==> src/rtl/bus_timer_if.sv <==
// Word-access bus between the bridge and a bus_timer instance, plus the timer's irq line.
interface bus_timer_if;
  logic [1:0]  addr;
  logic        we;
  logic [31:0] wdata;
  logic [31:0] rdata;
  logic        irq;

  modport master (
    output addr,
    output we,
    output wdata,
    input  rdata,
    input  irq
  );

  modport slave (
    input  addr,
    input  we,
    input  wdata,
    output rdata,
    output irq
  );
endinterface

==> src/rtl/bus_timer.sv <==
// Memory-mapped countdown timer: CTRL/PRESET/COUNT window, one-shot or auto-reload, masked irq.
// A bus write always wins over the FSM step scheduled for the same edge.
module bus_timer #(
  parameter int CNT_W = 32
) (
  input  logic         clk,
  input  logic         reset,
  bus_timer_if.slave   bus
);

  typedef enum logic [1:0] {
    ST_IDLE = 2'd0,
    ST_LOAD = 2'd1,
    ST_CNT  = 2'd2,
    ST_INT  = 2'd3
  } state_t;

  localparam logic [CNT_W-1:0] CNT_ZERO = {CNT_W{1'b0}};
  localparam logic [CNT_W-1:0] CNT_ONE  = CNT_W'(32'd1);

  state_t           state_r;
  state_t           state_nxt_s;
  logic             en_r;
  logic             en_nxt_s;
  logic [1:0]       mode_r;
  logic [1:0]       mode_nxt_s;
  logic             im_r;
  logic             im_nxt_s;
  logic [CNT_W-1:0] preset_r;
  logic [CNT_W-1:0] preset_nxt_s;
  logic [CNT_W-1:0] count_r;
  logic [CNT_W-1:0] count_nxt_s;
  logic             flag_r;
  logic             flag_nxt_s;

  // State and register file update
  always_ff @(posedge clk or negedge reset) begin
    if (!reset) begin
      state_r  <= ST_IDLE;
      en_r     <= 1'b0;
      mode_r   <= 2'd0;
      im_r     <= 1'b0;
      preset_r <= CNT_ZERO;
      count_r  <= CNT_ZERO;
      flag_r   <= 1'b0;
    end else begin
      state_r  <= state_nxt_s;
      en_r     <= en_nxt_s;
      mode_r   <= mode_nxt_s;
      im_r     <= im_nxt_s;
      preset_r <= preset_nxt_s;
      count_r  <= count_nxt_s;
      flag_r   <= flag_nxt_s;
    end
  end

  // Next-state: a write cycle updates registers only; otherwise the FSM takes one step
  always_comb begin
    state_nxt_s  = state_r;
    en_nxt_s     = en_r;
    mode_nxt_s   = mode_r;
    im_nxt_s     = im_r;
    preset_nxt_s = preset_r;
    count_nxt_s  = count_r;
    flag_nxt_s   = flag_r;

    if (bus.we) begin
      case (bus.addr)
        2'd0: begin
          en_nxt_s    = bus.wdata[0];
          mode_nxt_s  = bus.wdata[2:1];
          im_nxt_s    = bus.wdata[3];
          state_nxt_s = ST_IDLE;
          flag_nxt_s  = 1'b0;
        end
        2'd1: begin
          preset_nxt_s = bus.wdata[CNT_W-1:0];
        end
        default: begin
          state_nxt_s = state_r;
        end
      endcase
    end else begin
      case (state_r)
        ST_IDLE: begin
          if (en_r) begin
            state_nxt_s = ST_LOAD;
          end else begin
            state_nxt_s = ST_IDLE;
          end
        end
        ST_LOAD: begin
          count_nxt_s = preset_r;
          flag_nxt_s  = 1'b0;
          state_nxt_s = ST_CNT;
        end
        ST_CNT: begin
          if (!en_r) begin
            state_nxt_s = ST_IDLE;
          end else if (count_r > CNT_ONE) begin
            count_nxt_s = count_r - CNT_ONE;
          end else begin
            // Covers PRESET=0 too: it expires exactly like PRESET=1
            count_nxt_s = CNT_ZERO;
            flag_nxt_s  = 1'b1;
            state_nxt_s = ST_INT;
          end
        end
        ST_INT: begin
          if (mode_r == 2'd1) begin
            flag_nxt_s = 1'b0;
          end else begin
            en_nxt_s = 1'b0;
          end
          state_nxt_s = ST_IDLE;
        end
        default: begin
          state_nxt_s = ST_IDLE;
        end
      endcase
    end
  end

  // Read mux, combinational from addr
  always_comb begin
    bus.rdata = 32'd0;
    case (bus.addr)
      2'd0:    bus.rdata = {28'd0, im_r, mode_r, en_r};
      2'd1:    bus.rdata = 32'(preset_r);
      2'd2:    bus.rdata = 32'(count_r);
      default: bus.rdata = 32'd0;
    endcase
  end

  assign bus.irq = flag_r & im_r;

endmodule
==> src/flat_wrapper.sv <==
// flat-port wrapper written by rule: the top's interface ports become plain ports
module bus_timer_flat 
#(
  parameter int CNT_W = 32
)
  (clk, reset, bus_addr, bus_we, bus_wdata, bus_rdata, bus_irq);
  bus_timer_if bus_i ();
  input  logic clk;
  input  logic reset;
  input wire logic [$bits(bus_i.addr)-1:0] bus_addr;
  input wire logic [$bits(bus_i.we)-1:0] bus_we;
  input wire logic [$bits(bus_i.wdata)-1:0] bus_wdata;
  output wire logic [$bits(bus_i.rdata)-1:0] bus_rdata;
  output wire logic [$bits(bus_i.irq)-1:0] bus_irq;
  assign bus_i.addr = bus_addr;
  assign bus_i.we = bus_we;
  assign bus_i.wdata = bus_wdata;
  assign bus_rdata = bus_i.rdata;
  assign bus_irq = bus_i.irq;
  bus_timer #(.CNT_W(CNT_W)) u_core (.clk(clk), .reset(reset), .bus(bus_i));
endmodule
==> config.mk <==
export PLATFORM = sky130hd
export DESIGN_NAME = bus_timer_flat
export DESIGN_NICKNAME = d
export VERILOG_FILES = /design/src/rtl/bus_timer_if.sv /design/src/rtl/bus_timer.sv /design/src/flat_wrapper.sv
export SDC_FILE = /design/constraint.sdc
export NUM_CORES = 1
export LEC_CHECK = 0
export ABC_AREA = 1
export CORE_UTILIZATION = 49
export CTS_CLUSTER_DIAMETER = 50
export DETAILED_ROUTE_END_ITERATION = 10
export GPL_ROUTABILITY_DRIVEN = 0
export PLACE_DENSITY = 0.79
export SYNTH_ARGS = -nofsm -noshare
export SYNTH_HDL_FRONTEND = slang
export SYNTH_SLANG_ARGS = --single-unit
==> constraint.sdc <==
create_clock -name clk -period 1.9 [get_ports clk]
set_clock_uncertainty 0.2 [all_clocks]
set_input_delay 0.285 -clock clk [delete_from_list [all_inputs] [get_ports clk]]
set_output_delay 0.285 -clock clk [all_outputs]
set_load 0.05 [all_outputs]
### Word level (Yosys, flattened, before mapping)

Index checks and enable logic that the tools add are counted.
W data, S select, Z words.

| cells by class | value |
|---|---|
| reductions and logical operators | 11 |
| add/sub/neg operators | 1 |
| bitwise gates (word level) | 2 |
| mux-type cells | 20 |
| order comparisons | 1 |
| equal/unequal tests | 13 |

Operators by type and width:

| operator | number |
|---|---|
| $pmux W32 S3 | 1 |
| $mux W32 | 2 |
| $pmux W32 S2 | 1 |
| $gt A32 B1 Y1 const B | 1 |
| $sub A32 B1 Y32 const B | 1 |
| $mux W1 | 10 |
| $mux W2 | 4 |
| $pmux W2 S4 | 1 |
| $eq A2 B1 Y1 const B | 3 |
| $eq A2 B2 Y1 const B | 3 |
| $ne A3 B2 Y1 const B | 2 |
| $reduce_and A2 Y1 | 3 |
| $reduce_and A3 Y1 | 2 |
| $reduce_and A5 Y1 | 1 |
| $logic_not A2 Y1 | 2 |
| $ne A2 B1 Y1 const B | 2 |
| $ne A4 B4 Y1 const B | 1 |
| $reduce_bool A2 Y1 | 2 |
| $reduce_bool A4 Y1 | 1 |
| $ne A3 B3 Y1 const B | 1 |
| $pmux W1 S3 | 1 |
| $ne A2 B2 Y1 const B | 1 |
| $and A1 B1 Y1 | 1 |
| $not A1 Y1 | 1 |

| storage, ports and cells | value |
|---|---|
| register bits | 71 |
| word-level logic and storage cells | 55 |
| input port bits | 37 |

### Longest topological paths before layout

| depth | value |
|---|---|
| depth in word-level cells | 5 |
| mapped depth | 12 |

### Least setup slack after synthesis

Ideal clock, no wire load.

| timing path | value |
|---|---|
| path kind | input -> output |
| start point | input port bus_addr[0] |
| end point | output port bus_rdata[12] |
| setup slack | -377 ps |
| data required time | 1415 ps |
| stages | 4 |
| data arrival time | 1792 ps |
| cell sequence | inv_1 -> nand2_1 -> clkbuf_1 -> o21ai_0 |

| on the way | value |
|---|---|
| word-level cells in the longest chain between the ends | 2 |
| elaborated cells between the ends (all ways) | 4 |

Ends and longest elaborated chain:

| what | line | RTL |
|---|---|---|
| start: declaration | flat_wrapper.sv:10 | `input wire logic [$bits(bus_i.addr)-1:0] bus_addr;` |
| $eq A2 B2 Y1, or another cell as far along | bus_timer.sv:127 | `case (bus.addr)` |
| $pmux W32 S3 (*) | bus_timer.sv:127 |  |
| end: declaration | flat_wrapper.sv:13 | `output wire logic [$bits(bus_i.rdata)-1:0] bus_rdata;` |

Mark *: on every way between the ends. The rest lies on a longest branch, timed or not.

### Worst setup path after layout

| timing path | value |
|---|---|
| start point | register u_core.count_r[7] |
| end point | register u_core.count_r[31] |

| on the way | value |
|---|---|
| word-level cells in the longest chain between the ends | 4 |
| elaborated cells between the ends (all ways) | 5 |

Ends and longest elaborated chain:

| what | line | RTL |
|---|---|---|
| start: declaration | bus_timer.sv:31 | `logic [CNT_W-1:0] count_r;` |
| start signal: assignment | bus_timer.sv:52 | `count_r <= count_nxt_s;` |
| $sub A32 B1 Y32 or $gt A32 B1 Y1 (tied branches) | bus_timer.sv:101, bus_timer.sv:100 |  |
| $mux W32 (*) | bus_timer.sv:100 | `end else if (count_r > CNT_ONE) begin` |
| $mux W32 (*) | bus_timer.sv:98 | `if (!en_r) begin` |
| $pmux W32 S2 (*) | bus_timer.sv:84 | `case (state_r)` |

Mark *: on every way between the ends. The rest lies on a longest branch, timed or not. The select of a mux whose other input is x is not followed.
A chain may end at the register's enable or synchronous reset.

==> results.py <==
metrics = {
    "clock_network": {
        "max-clock-path-buffers": 2,
        "cts_made_buffers": 9,
        "clk_latency_ps": 360,
        "path_clk_slew_ps": 80,
        "cts_tree": "yes",
        "clock-sinks": 71,
        "htreeDepth": 3,
        "root_buffer": "clkbuf_8",
    },
    "setup_path": {
        "cp_max_fo": 5,
        "critPathArrivalTime_ps": 2210,
        "max_stage_delay_ps": 470,
        "crit_path_top_delay_cell": "dfrtp_1",
        "crit_family": "simple AND/OR/NAND/NOR gates",
        "crit_required_ps": 1990,
        "ff2ff_path_depth": 9,
        "crit_chain": "nor2_1 -> nand2_1 -> nor2_1 -> nand2_2 -> nor2_4 -> nand2_1 -> nand2_1 -> nand3_4 -> a21oi_2",
        "crit_buf_inv": 0,
        "end_kind": "flip-flop",
        "path_class": "reg -> reg",
        "path_common_cell": "nand2_1",
        "cp-start-kind": "flip-flop",
        "path_depth": 9,
    },
    "synth": {
        "synth_nets": 656,
        "synth_cell_type_count": 33,
        "yosys_warnings": 0,
        "syn_inst": 614,
        "netlist_area_mm2": 0.00448,
        "avgSynthCellArea_um2": 7.29,
        "synth-seq-cells": 71,
        "yosysSeqAreaShare_pct": 39.7,
    },
    "timing": {
        "period_share_pct": 112,
        "drv_slew": 0,
        "hold_ws_ps": 292,
        "fin_ws_ps": -224,
        "fmax_mhz": 471,
        "setup_viol": 32,
        "worst_slew_pin_slew_ps": 442,
        "slew_headroom_pct": 70.5,
        "hold_violations": 0,
        "fin_crit_ps": 2120,
        "rsz0062_at_grt": "yes",
    },
    "die": {
        "die_area_mm2": 0.00952,
        "coreArea_mm2": 0.00876,
        "io_pins": 70,
        "start_util_pct": 51.1,
        "num_rows": 34,
        "die_w_um": 97.6,
        "fp.dieH_um": 97.6,
    },
    "detailed_routing": {
        "drcViolationCount": 0,
        "drt-wirelength-per-cell_um": 17.6,
        "wl_met2_um": 7430,
        "highest_layer": "met4",
        "met1Wirelength_um": 5590,
        "vias_per_cell": 5.89,
        "first_iter_violations": 441,
        "drt-pass1-iter-count": 6,
        "routed_wl_um": 14800,
        "detail-route-antenna-nets": 0,
        "wl_met3_um": 1170,
        "vias": 4963,
    },
    "global_route": {
        "grt_use_total_pct": 28.3,
        "grt_pass1_vias": 4741,
        "grt_max_degree": 72,
        "grt_first_pass_wirelength_um": 21600,
        "antenna_found_initial": 0,
        "grt_overflow": 0,
    },
    "finish": {
        "layout_commonest_cell": "nand2_1",
        "nNetsFinal": 774,
        "fin_area_mm2": 0.00661,
        "layout_common_cells": "nand2_1 (149), dfrtp_1 (68), inv_1 (67)",
        "utilization_pct": 75.4,
        "layout-drive-gt1-share_pct": 28.6,
        "antenna_cells": 0,
        "area_delta_synth_final_pct": 47.6,
    },
    "power": {
        "ir_drop_mv": 0.662,
        "p_per_area_mw_per_mm2": 1180,
        "p_leak_nw": 2.99,
    },
    "status": {
        "violations": "negative setup slack",
        "status": "complete, but fails checks",
    },
    "min_path": {
        "hold_class": "in -> async",
    },
    "place": {
        "hpwl_um": 9230,
        "io_buffers": 69,
        "dp_slack_ps": -384,
        "placed_area_mm2": 0.00597,
    },
    "run": {
        "maxCapViolCount": 0,
    },
}
==> repair_timing <==
action,in CTS,in global routing
setup buffers,4,7
endpoints found under the setup margin,39,44
hold buffers,1,0
gates cloned,1,2
gates resized for setup,26,71
pin swaps,2,25
hold endpoints to repair,71,0
==> final timing paths <==
kind,slack [ps],from,endpoint
min in group clk,300,u_core.mode_r[1],u_core.mode_r[1]
max in group asynchronous,870,reset,u_core.count_r[8]
min,290,reset,u_core.preset_r[19]
max,-220,u_core.count_r[7],u_core.count_r[31]
max reg2reg,-220,u_core.count_r[7],u_core.count_r[31]
min reg2reg,300,u_core.mode_r[1],u_core.mode_r[1]
==> per-layer routing <==
layer,vias up,track usage [%]
met5,-,0
met4,0,13.0
met3,85,5.32
met2,333,49.1
met1,2315,33.7
li1,2230,-
==> cells in the mapped netlist (all sizes together) <==
| library cell | n | area (um2) |
|---|---|---|
| nand2 | 163 | 639 |
| a22oi | 1 | 7.51 |
| nor2 | 73 | 334 |
| a21boi | 8 | 60.1 |
| mux2 | 21 | 236 |
| xor2 | 5 | 43.8 |
| nand3 | 27 | 135 |
| nand4 | 4 | 25.0 |
| o221ai | 2 | 17.5 |
| o22ai | 7 | 43.8 |
| inv | 73 | 277 |
| ha | 5 | 62.6 |
| o211ai | 2 | 15.0 |
| dfrtp | 71 | 1780 |
| clkbuf | 10 | 37.5 |
| buf | 13 | 100 |
| a21oi | 73 | 380 |
| nor3 | 2 | 10.0 |
| o21ai | 53 | 269 |
| nand3b | 1 | 7.51 |
==> final cells by class <==
cell class,instances,area [um2]
Fill cell,584,2150
Multi-Input combinational cell,447,2590
Tap cell,108,135
Clock buffer,14,183
Inverter,73,283
Timing Repair Buffer,130,1640
Sequential cell,71,1780
==> through the flow <==
stage,std cells,TNS (ps),power (mW)
final,843,-3600,7.81
after global placement,814,-15210,5.82
after global routing,843,-6770,8.17
after detailed placement,814,-17290,5.95
after CTS,834,-18.6,7.25
after floorplan,614,-3050,4.40
==> sequential cells by signal, indices dropped and copies added, names as in the netlist <==
signal / cells
u_core.count_r: 32
u_core.en_r: 1
u_core.flag_r: 1
u_core.im_r: 1
u_core.mode_r: 2
u_core.preset_r: 32
u_core.state_r: 2
==> tightest hold or removal path, cell delays in order <==
cell and delay (ps):
dlygate4sd3_1 520, buf_2 120, buf_12 340
==> report_power, final <==
group          internal, mW  switching (mW)  total, mW
registers              1.98           0.512       2.49
clock network         0.605           0.584       1.19
logic                  1.74            2.38       4.12
==> logic make-up (layout without fill, tap and decap cells) <==
family,after synthesis,in the layout,synth area share [%]
compound gates,146,146,17.7
xor+xnor,5,5,0.978
fa+ha+maj,5,5,1.40
buf+inv,96,217,9.25
flops,71,71,39.7
mux,21,21,5.28
simple gates,270,270,25.7
(Power assumes the default switching activity.)
